$ cat src/rtl/cmp_pkg.sv
//------------------------------------------------------------------------------
// cmp_pkg : shared result codes and FSM states for the sliced comparator.
// Revision: 1.0
//------------------------------------------------------------------------------
`default_nettype none

package cmp_pkg;

  localparam logic [1:0] PD_LT = 2'd0;
  localparam logic [1:0] PD_EQ = 2'd1;
  localparam logic [1:0] PD_GT = 2'd2;

  typedef enum logic [1:0] {
    IDLE = 2'd0,
    RUN  = 2'd1,
    DONE = 2'd2
  } state_e;

endpackage

`default_nettype wire

$ cat src/rtl/chunk_cmp.sv
//------------------------------------------------------------------------------
// chunk_cmp : combinational unsigned three-way compare of one CHUNK-bit slice.
// Revision: 1.0
//------------------------------------------------------------------------------
`default_nettype none

module chunk_cmp
  import cmp_pkg::*;
#(
  parameter int CHUNK = 8
) (
  input  logic [CHUNK-1:0] a_i,
  input  logic [CHUNK-1:0] b_i,
  output logic [1:0]       pd_o
);

  always_comb begin
    if (a_i < b_i)      pd_o = PD_LT;
    else if (a_i > b_i) pd_o = PD_GT;
    else                pd_o = PD_EQ;
  end

endmodule

`default_nettype wire

$ cat src/rtl/cmp_seq.sv
//------------------------------------------------------------------------------
// cmp_seq : multi-cycle signed/unsigned three-way comparator, MS slice first.
// Optional macro CMP_EARLY_EXIT_EN stops the scan at the first differing slice.
// Revision: 1.0
//------------------------------------------------------------------------------
`default_nettype none

module cmp_seq
  import cmp_pkg::*;
#(
  parameter int WIDTH = 32,
  parameter int CHUNK = 8
) (
  input  logic             clk,
  input  logic             reset,
  input  logic             start,
  input  logic             is_signed,
  input  logic [WIDTH-1:0] a,
  input  logic [WIDTH-1:0] b,
  output logic             busy,
  output logic             done,
  output logic [1:0]       pd
);

  localparam int N = WIDTH / CHUNK;
  localparam int IDXW = (N > 1) ? $clog2(N) : 1;
  localparam logic [IDXW-1:0] IDX_TOP = IDXW'(N - 1);

  if (WIDTH % CHUNK != 0) begin : g_width_check
    $error("cmp_seq: WIDTH must be a multiple of CHUNK");
  end

  state_e            state_q, state_d;
  logic [WIDTH-1:0]  a_q, a_d, b_q, b_d;
  logic              sgn_q, sgn_d;
  logic [IDXW-1:0]   idx_q, idx_d;
  logic [1:0]        pd_q, pd_d;
`ifndef CMP_EARLY_EXIT_EN
  logic              found_q, found_d;
  logic [1:0]        first_q, first_d;
`endif

  logic [CHUNK-1:0]  a_sl, b_sl;
  logic [1:0]        slice_pd;

  // Signed order equals unsigned order once the sign bits are flipped.
  always_comb begin
    a_sl = '0;
    b_sl = '0;
    for (int i = 0; i < N; i++) begin
      if (idx_q == IDXW'(i)) begin
        a_sl = a_q[i*CHUNK +: CHUNK];
        b_sl = b_q[i*CHUNK +: CHUNK];
      end
    end
    if (sgn_q && (idx_q == IDX_TOP)) begin
      a_sl[CHUNK-1] = ~a_sl[CHUNK-1];
      b_sl[CHUNK-1] = ~b_sl[CHUNK-1];
    end
  end

  chunk_cmp #(.CHUNK(CHUNK)) u_chunk_cmp (
    .a_i  (a_sl),
    .b_i  (b_sl),
    .pd_o (slice_pd)
  );

  always_comb begin
    state_d = state_q;
    a_d     = a_q;
    b_d     = b_q;
    sgn_d   = sgn_q;
    idx_d   = idx_q;
    pd_d    = pd_q;
`ifndef CMP_EARLY_EXIT_EN
    found_d = found_q;
    first_d = first_q;
`endif
    case (state_q)
      IDLE, DONE: begin
        if (start) begin
          a_d     = a;
          b_d     = b;
          sgn_d   = is_signed;
          idx_d   = IDX_TOP;
`ifndef CMP_EARLY_EXIT_EN
          found_d = 1'b0;
          first_d = PD_EQ;
`endif
          state_d = RUN;
        end else begin
          state_d = IDLE;
        end
      end
      RUN: begin
`ifdef CMP_EARLY_EXIT_EN
        if (slice_pd != PD_EQ) begin
          pd_d    = slice_pd;
          state_d = DONE;
        end else if (idx_q == '0) begin
          pd_d    = PD_EQ;
          state_d = DONE;
        end else begin
          idx_d = idx_q - 1'b1;
        end
`else
        // Keep only the most significant difference; later slices are ignored.
        if (!found_q && (slice_pd != PD_EQ)) begin
          found_d = 1'b1;
          first_d = slice_pd;
        end
        if (idx_q == '0) begin
          pd_d    = found_q ? first_q : slice_pd;
          state_d = DONE;
        end else begin
          idx_d = idx_q - 1'b1;
        end
`endif
      end
      default: state_d = IDLE;
    endcase
  end

  always_ff @(posedge clk) begin
    if (reset) begin
      state_q <= IDLE;
      a_q     <= '0;
      b_q     <= '0;
      sgn_q   <= 1'b0;
      idx_q   <= IDX_TOP;
      pd_q    <= PD_EQ;
`ifndef CMP_EARLY_EXIT_EN
      found_q <= 1'b0;
      first_q <= PD_EQ;
`endif
    end else begin
      state_q <= state_d;
      a_q     <= a_d;
      b_q     <= b_d;
      sgn_q   <= sgn_d;
      idx_q   <= idx_d;
      pd_q    <= pd_d;
`ifndef CMP_EARLY_EXIT_EN
      found_q <= found_d;
      first_q <= first_d;
`endif
    end
  end

  assign busy = (state_q == RUN);
  assign done = (state_q == DONE);
  assign pd   = pd_q;

endmodule

`default_nettype wire

$ cat config.mk
export PLATFORM = sky130hd
export DESIGN_NAME = cmp_seq
export DESIGN_NICKNAME = d
export VERILOG_FILES = /design/src/rtl/cmp_pkg.sv /design/src/rtl/chunk_cmp.sv /design/src/rtl/cmp_seq.sv
export SDC_FILE = /design/constraint.sdc
export NUM_CORES = 1
export LEC_CHECK = 0
export CAP_MARGIN = 20
export CORE_ASPECT_RATIO = 1.25
export CORE_MARGIN = 2
export CORE_UTILIZATION = 45
export DETAILED_ROUTE_END_ITERATION = 12
export DONT_BUFFER_PORTS = 1
export PLACE_DENSITY = 0.59
export RECOVER_POWER = 25
export SLEW_MARGIN = 20
export SYNTH_ARGS = -nofsm -noshare
export SYNTH_HDL_FRONTEND = slang
export SYNTH_SLANG_ARGS = --single-unit
$ cat constraint.sdc
create_clock -name clk -period 2.75 [get_ports clk]
set_clock_uncertainty 0.1 [all_clocks]
set_input_delay 0.55 -clock clk [delete_from_list [all_inputs] [get_ports clk]]
set_output_delay 0.55 -clock clk [all_outputs]
set_load 0.03 [all_outputs]
# Word level (Yosys, flattened, before mapping)

Index checks and enable logic that the tools add are counted.

Register bits: 74
Bits in latches: 0
Bits in writable memories: 0
Memory bits (read-only): 0
Bits of input ports: 68
Word-level logic and storage cells: 59
Memories kept: 0

Add/sub/neg operators: 1
$mul: 0
Div/mod/pow operators: 0
Magnitude comparators: 2
Equal/unequal tests: 10
Shift-type cells: 0
Multiplexer cells: 25
Bitwise gates (word level): 2
Reduce and logical (&&, ||, !) cells: 11

Operator list:

| operator                                                               | number |
|---|---|
| 8-bit two-way mux                                                      | 8 |
| 2-bit two-way mux                                                      | 8 |
| 2-bit case mux with 2 select lines                                     | 3 |
| 8-bit > comparator                                                     | 1 |
| 8-bit less-than comparator                                             | 1 |
| 2-bit equality test (second input constant)                            | 3 |
| 2-bit by 1-bit != test with 1-bit output (second input constant)       | 3 |
| 3-bit AND reduction                                                    | 2 |
| 1-bit two-way mux                                                      | 5 |
| 2-bit by 1-bit equality test with 1-bit output (second input constant) | 2 |
| 2-bit zero test                                                        | 2 |
| 2-bit != test (second input constant)                                  | 2 |
| 2-bit AND reduction                                                    | 2 |
| 1-bit logical AND                                                      | 2 |
| 1-bit NOT                                                              | 2 |
| 1-bit case mux with 2 select lines                                     | 1 |
| 2-bit nonzero test                                                     | 1 |
| 2-bit OR reduction                                                     | 1 |
| 2-bit by 1-bit subtractor with 2-bit output (second input constant)    | 1 |
| 1-bit zero test                                                        | 1 |

# Logic depth before layout (Yosys ltp)

Word-level depth: 14
Depth in mapped cells: 15

# Cells and area by module

From an unflattened synthesis, not the netlist that was laid out.

Cell total of the unflattened synthesis: 436
Area, all modules: 3,472.1 um^2

Modules (own cells, without submodules):

| module    | times used | cells an instance | area each (um^2) | seq. area each (um^2) |
|---|---|---|---|---|
| cmp_seq   | 1          | 406               | 3,250.6          | 1,481.4 |
| chunk_cmp | 1          | 30                | 221.5            | 0.0 |

# Worst setup path after synthesis

OpenSTA, ideal clock, no wires.

Path kind: reg-to-reg
Start: register idx_q[0]
End: register first_q[1]
Library setup time: 0.131 ns
Arrival time: 2.335 ns
Required time: 2.519 ns
Setup slack: 0.185 ns
Stages on the path, launching flop included: 15
Buffers on the path: 2
Cell sequence: dfxtp_1 > inv_1 > ha_1 > buf_2 > buf_2 > nand3b_1 > a21oi_1 > a211oi_1 > a21oi_1 > ha_1 > a21oi_1 > o21ai_2 > and4bb_1 > nand4b_1 > a21oi_2

Cells in the longest elaborated chain, start to end: 14

Ends and longest elaborated chain:

| element                                            | line                         | text |
|---|---|---|
| from (decl)                                        | cmp_seq.sv:36                | `logic [IDXW-1:0] idx_q, idx_d;` |
| from (signal assigned)                             | cmp_seq.sv:141               | `idx_q <= idx_d;` |
| 2-bit zero test                                    | cmp_seq.sv:51                | `if (idx_q == IDXW'(i)) begin` |
| 8-bit two-way mux (4 in series)                    | cmp_seq.sv:51                |  |
| 1-bit NOT, on equally long branches                | cmp_seq.sv:57, cmp_seq.sv:58 |  |
| 1-bit two-way mux                                  | cmp_seq.sv:56                | `if (sgn_q && (idx_q == IDX_TOP)) begin` |
| 8-bit > comparator                                 | chunk_cmp.sv:19              | `else if (a_i > b_i) pd_o = PD_GT;` |
| 2-bit two-way mux                                  | chunk_cmp.sv:19              |  |
| 2-bit two-way mux (*)                              | chunk_cmp.sv:18              | `if (a_i < b_i) pd_o = PD_LT;` |
| 2-bit by 1-bit != test with 1-bit output           | cmp_seq.sv:108               | `if (!found_q && (slice_pd != PD_EQ)) begin` |
| 1-bit logical AND                                  | cmp_seq.sv:108               |  |
| 2-bit by 1-bit != test with 1-bit output (no line) | n/a                          |  |
| 3-bit AND reduction (no line)                      | n/a                          |  |
| to (signal assigned)                               | cmp_seq.sv:145               | `first_q <= first_d;` |
| to (decl)                                          | cmp_seq.sv:40                | `logic [1:0] first_q, first_d;` |

Every way passes the cells marked *; elsewhere a longest branch is shown, timed or not. The select of a mux whose other input is x is not followed.
A chain may end at the register's enable or synchronous reset.

# Worst setup path after layout

Start: register idx_q[1]
End: register first_q[1]

Same word-level chain as after synthesis.

==> impl_results.md <==
* CP arrival at 2750 ps
* Unrepaired setup endpoints after global routing: false
* Switching pwr at 0.000636 W
* Most frequent cells in the layout: nand2_1, a21oi_1, dfxtp_1
* Total Power at 0.00244 W
* Worst hold path type: in2reg
* Final Util at 51.5%
* Setup violators final at 0
* Seq/Total Area, Yosys at 43.8%
* Die W at roughly 82 um
* Net Sw Frac at between 20% and 30%
* Power share of the clock group at between 30% and 40%
* Critical Path End Type: flip-flop
* Synth area leaders: dfxtp_1, nand2_1, a21oi_1
* Outcome: complete, no violations
* Initial antenna violation count at 0
* First DRT Iteration DRCs at 121
* Starting Density at 46.2%
* Critical Path RT at 2890 ps
* Clk buf depth at 2
* Clock Latency Late Sink at 340 ps
* WL final at 8.02 mm
* Num CTS Buffers at 9
* Post-DP HPWL at 5.58 mm
* Post-Syn Instances at about 460
* Fin Setup TNS at 0 ps
* Ratio of cells with drive above 1 in the final layout at 10.5%
* Placed inst area at 3470 sq um
* Die area at 8230 sq um
* Total gr overflow at 0
* Clock Root Buffer: clkbuf_8
* Logic pwr share at a little over an eighth
* Pre-CTS setup slack at 18.0 ps
* Hold path depth at 1
* Maximum clock frequency at approximately 380 MHz
* CTS tree: yes
* Post-synth top area share at a little over two fifths
* Seq cells post-synth at 74
* Synthesis Warnings at 0
* Largest net degree at the start of global routing at between 70 and 80
* Placer congestion estimate at 0.850
* Startpoint Class: flip-flop
* Number of global-route vias before repair at between 2k and 3k
* Vias at 2892
* Post-Layout Inst Area at around 3800 sq um
* Nets at 535
* Critical path peak fanout at 15
* Avg Inst Size Synth at 7.29 sq um
* Worst Max-Slew Pin Slew at 644 ps
* Crit Path Category: reg2reg
* Netlist cell types at 27
* PwrDens at 648 nW/um^2
* Area leader, netlist: dfxtp_1
* Area delta synth->final at 11.4%
* Total GRT Usage at 20.3%
* DRC Markers at 0
* Port Buf Inserts at 0
* Int Pwr at between 0.0015 and 0.002 W
* Antenna viol nets, final at 0
* Max-slew violation count at 0
* Cell Rows at 35
* Chip Height at 101 um
* Peak supply drop at 0.000314 V
* Worst-path clk slew at 80 ps
* Worst Reg-to-Reg Cells at 14
* Minimum clock period at ~2600 ps
* Netlist area before placement at 3380 sq um
* Final worst slack at roughly 140 ps
* CTS HTree Levels at 3
* P_leak at ~1.4 nW
* Post-Syn Nets at 544
* Slew headroom at 57.1%
* Sinks on Clock Net at 74
* Final hold vios at 0
* First-pass DRT Iterations at 4
* Global-route wire length before repair at 12.6 mm
* Most common cell after layout, fill and taps aside: nand2_1
* Core Region at 7310 sq um
* Mean routed wirelength per cell at 14.5 um
* Ant diodes at 0
* Sequential share of power at between 40% and 50%
* I/O pins at 72
* Max-cap violations at 0
* Vias per std cell at 5.25
* Crit share post-route at 94.8%
## sequential cells by signal, summed over array words and instances, names as in the netlist
signal   count
pd           2
state_q      2
idx_q        2
first_q      2
found_q      1
b_q         32
a_q         32
sgn_q        1
## power groups by stage
stage / sequential, W / clock (W) / combinational [W]
after floorplan: 0.00119 / 0 / 0.000252
after global placement: 0.00121 / 0 / 0.000300
after detailed placement: 0.00121 / 0 / 0.000307
after CTS: 0.00118 / 0.000940 / 0.000308
after global routing: 0.00119 / 0.000989 / 0.000381
final: 0.00119 / 0.000922 / 0.000336
## worst max-delay path: stages (launching register included)
cell and delay, ps:
dfxtp_2 360, inv_2 60, ha_4 170, buf_8 140
nand3b_1 170, a21oi_2 150, a21oi_2 40, nor2_1 120
a21oi_1 50, ha_1 300, nor2b_1 130, o211ai_1 250
and4bb_1 270, nand4b_1 130, a21oi_2 60
## stage by stage
stage | hold WS [ps] | instances
global route | 138 | 551
floorplan | 336 | 464
detailed placement | 344 | 535
finish | 160 | 551
global placement | 340 | 535
CTS | 144 | 550
## path summary, 6_finish.rpt
check	to	start	slack, ps
hold reg to reg	b_q[14]	b_q[14]	350
hold / removal	sgn_q	reset	160
setup reg to reg	first_q[1]	idx_q[1]	140
setup / recovery	first_q[1]	idx_q[1]	140
## area by class of cell
cell class              count  area [sq um]
well taps                  92           115
fillers                   757          3550
inverters                   3          11.3
multi-input cells         353          1810
repair buffers             14           129
clock buffers              10           138
flip-flops and latches     74          1490
clock inverters             5          78.8
## cells by family (layout without fill, tap and decap cells)
logic type	after synthesis	count (layout)	share of synthesized area, %
DFF	74	74	43.8
xor gates and xnor gates	2	2	0.518
AOI/OAI and AO/OA	131	131	20.2
and+or+nand+nor	208	208	26.4
buffers and inverters	37	32	4.70
adders and majority gates	12	12	4.44
## routing by layer
metal | vias to the layer above | global-route usage [%] | share of wire [%]
met4 | 0 | 7.04 | 1.3
met2 | 54 | 32.0 | 49
met5 | - | 0 | 0
li1 | 1522 | - | -
met1 | 1307 | 26.8 | 44
met3 | 9 | 5.02 | 5.1
## timing repair
item	in CTS	in global routing
gates resized for setup	0	23
setup endpoints to repair	0	5
setup buffers	0	1
endpoints found under the hold margin	0	0
hold buffers	0	0
## Yosys cell counts, drive strengths merged
library cell / count
a211oi: 2
a21oi: 112
a221oi: 1
and2b: 3
and4bb: 1
buf: 14
clkbuf: 20
dfxtp: 74
ha: 12
inv: 3
nand2: 161
nand2b: 2
nand3b: 15
nand4: 2
nand4b: 1
nor2: 15
nor2b: 3
nor3: 2
o211ai: 2
o21ai: 12
o21bai: 2
or2: 3
xnor2: 2
No activity file was read; power rests on OpenSTA's default activity.
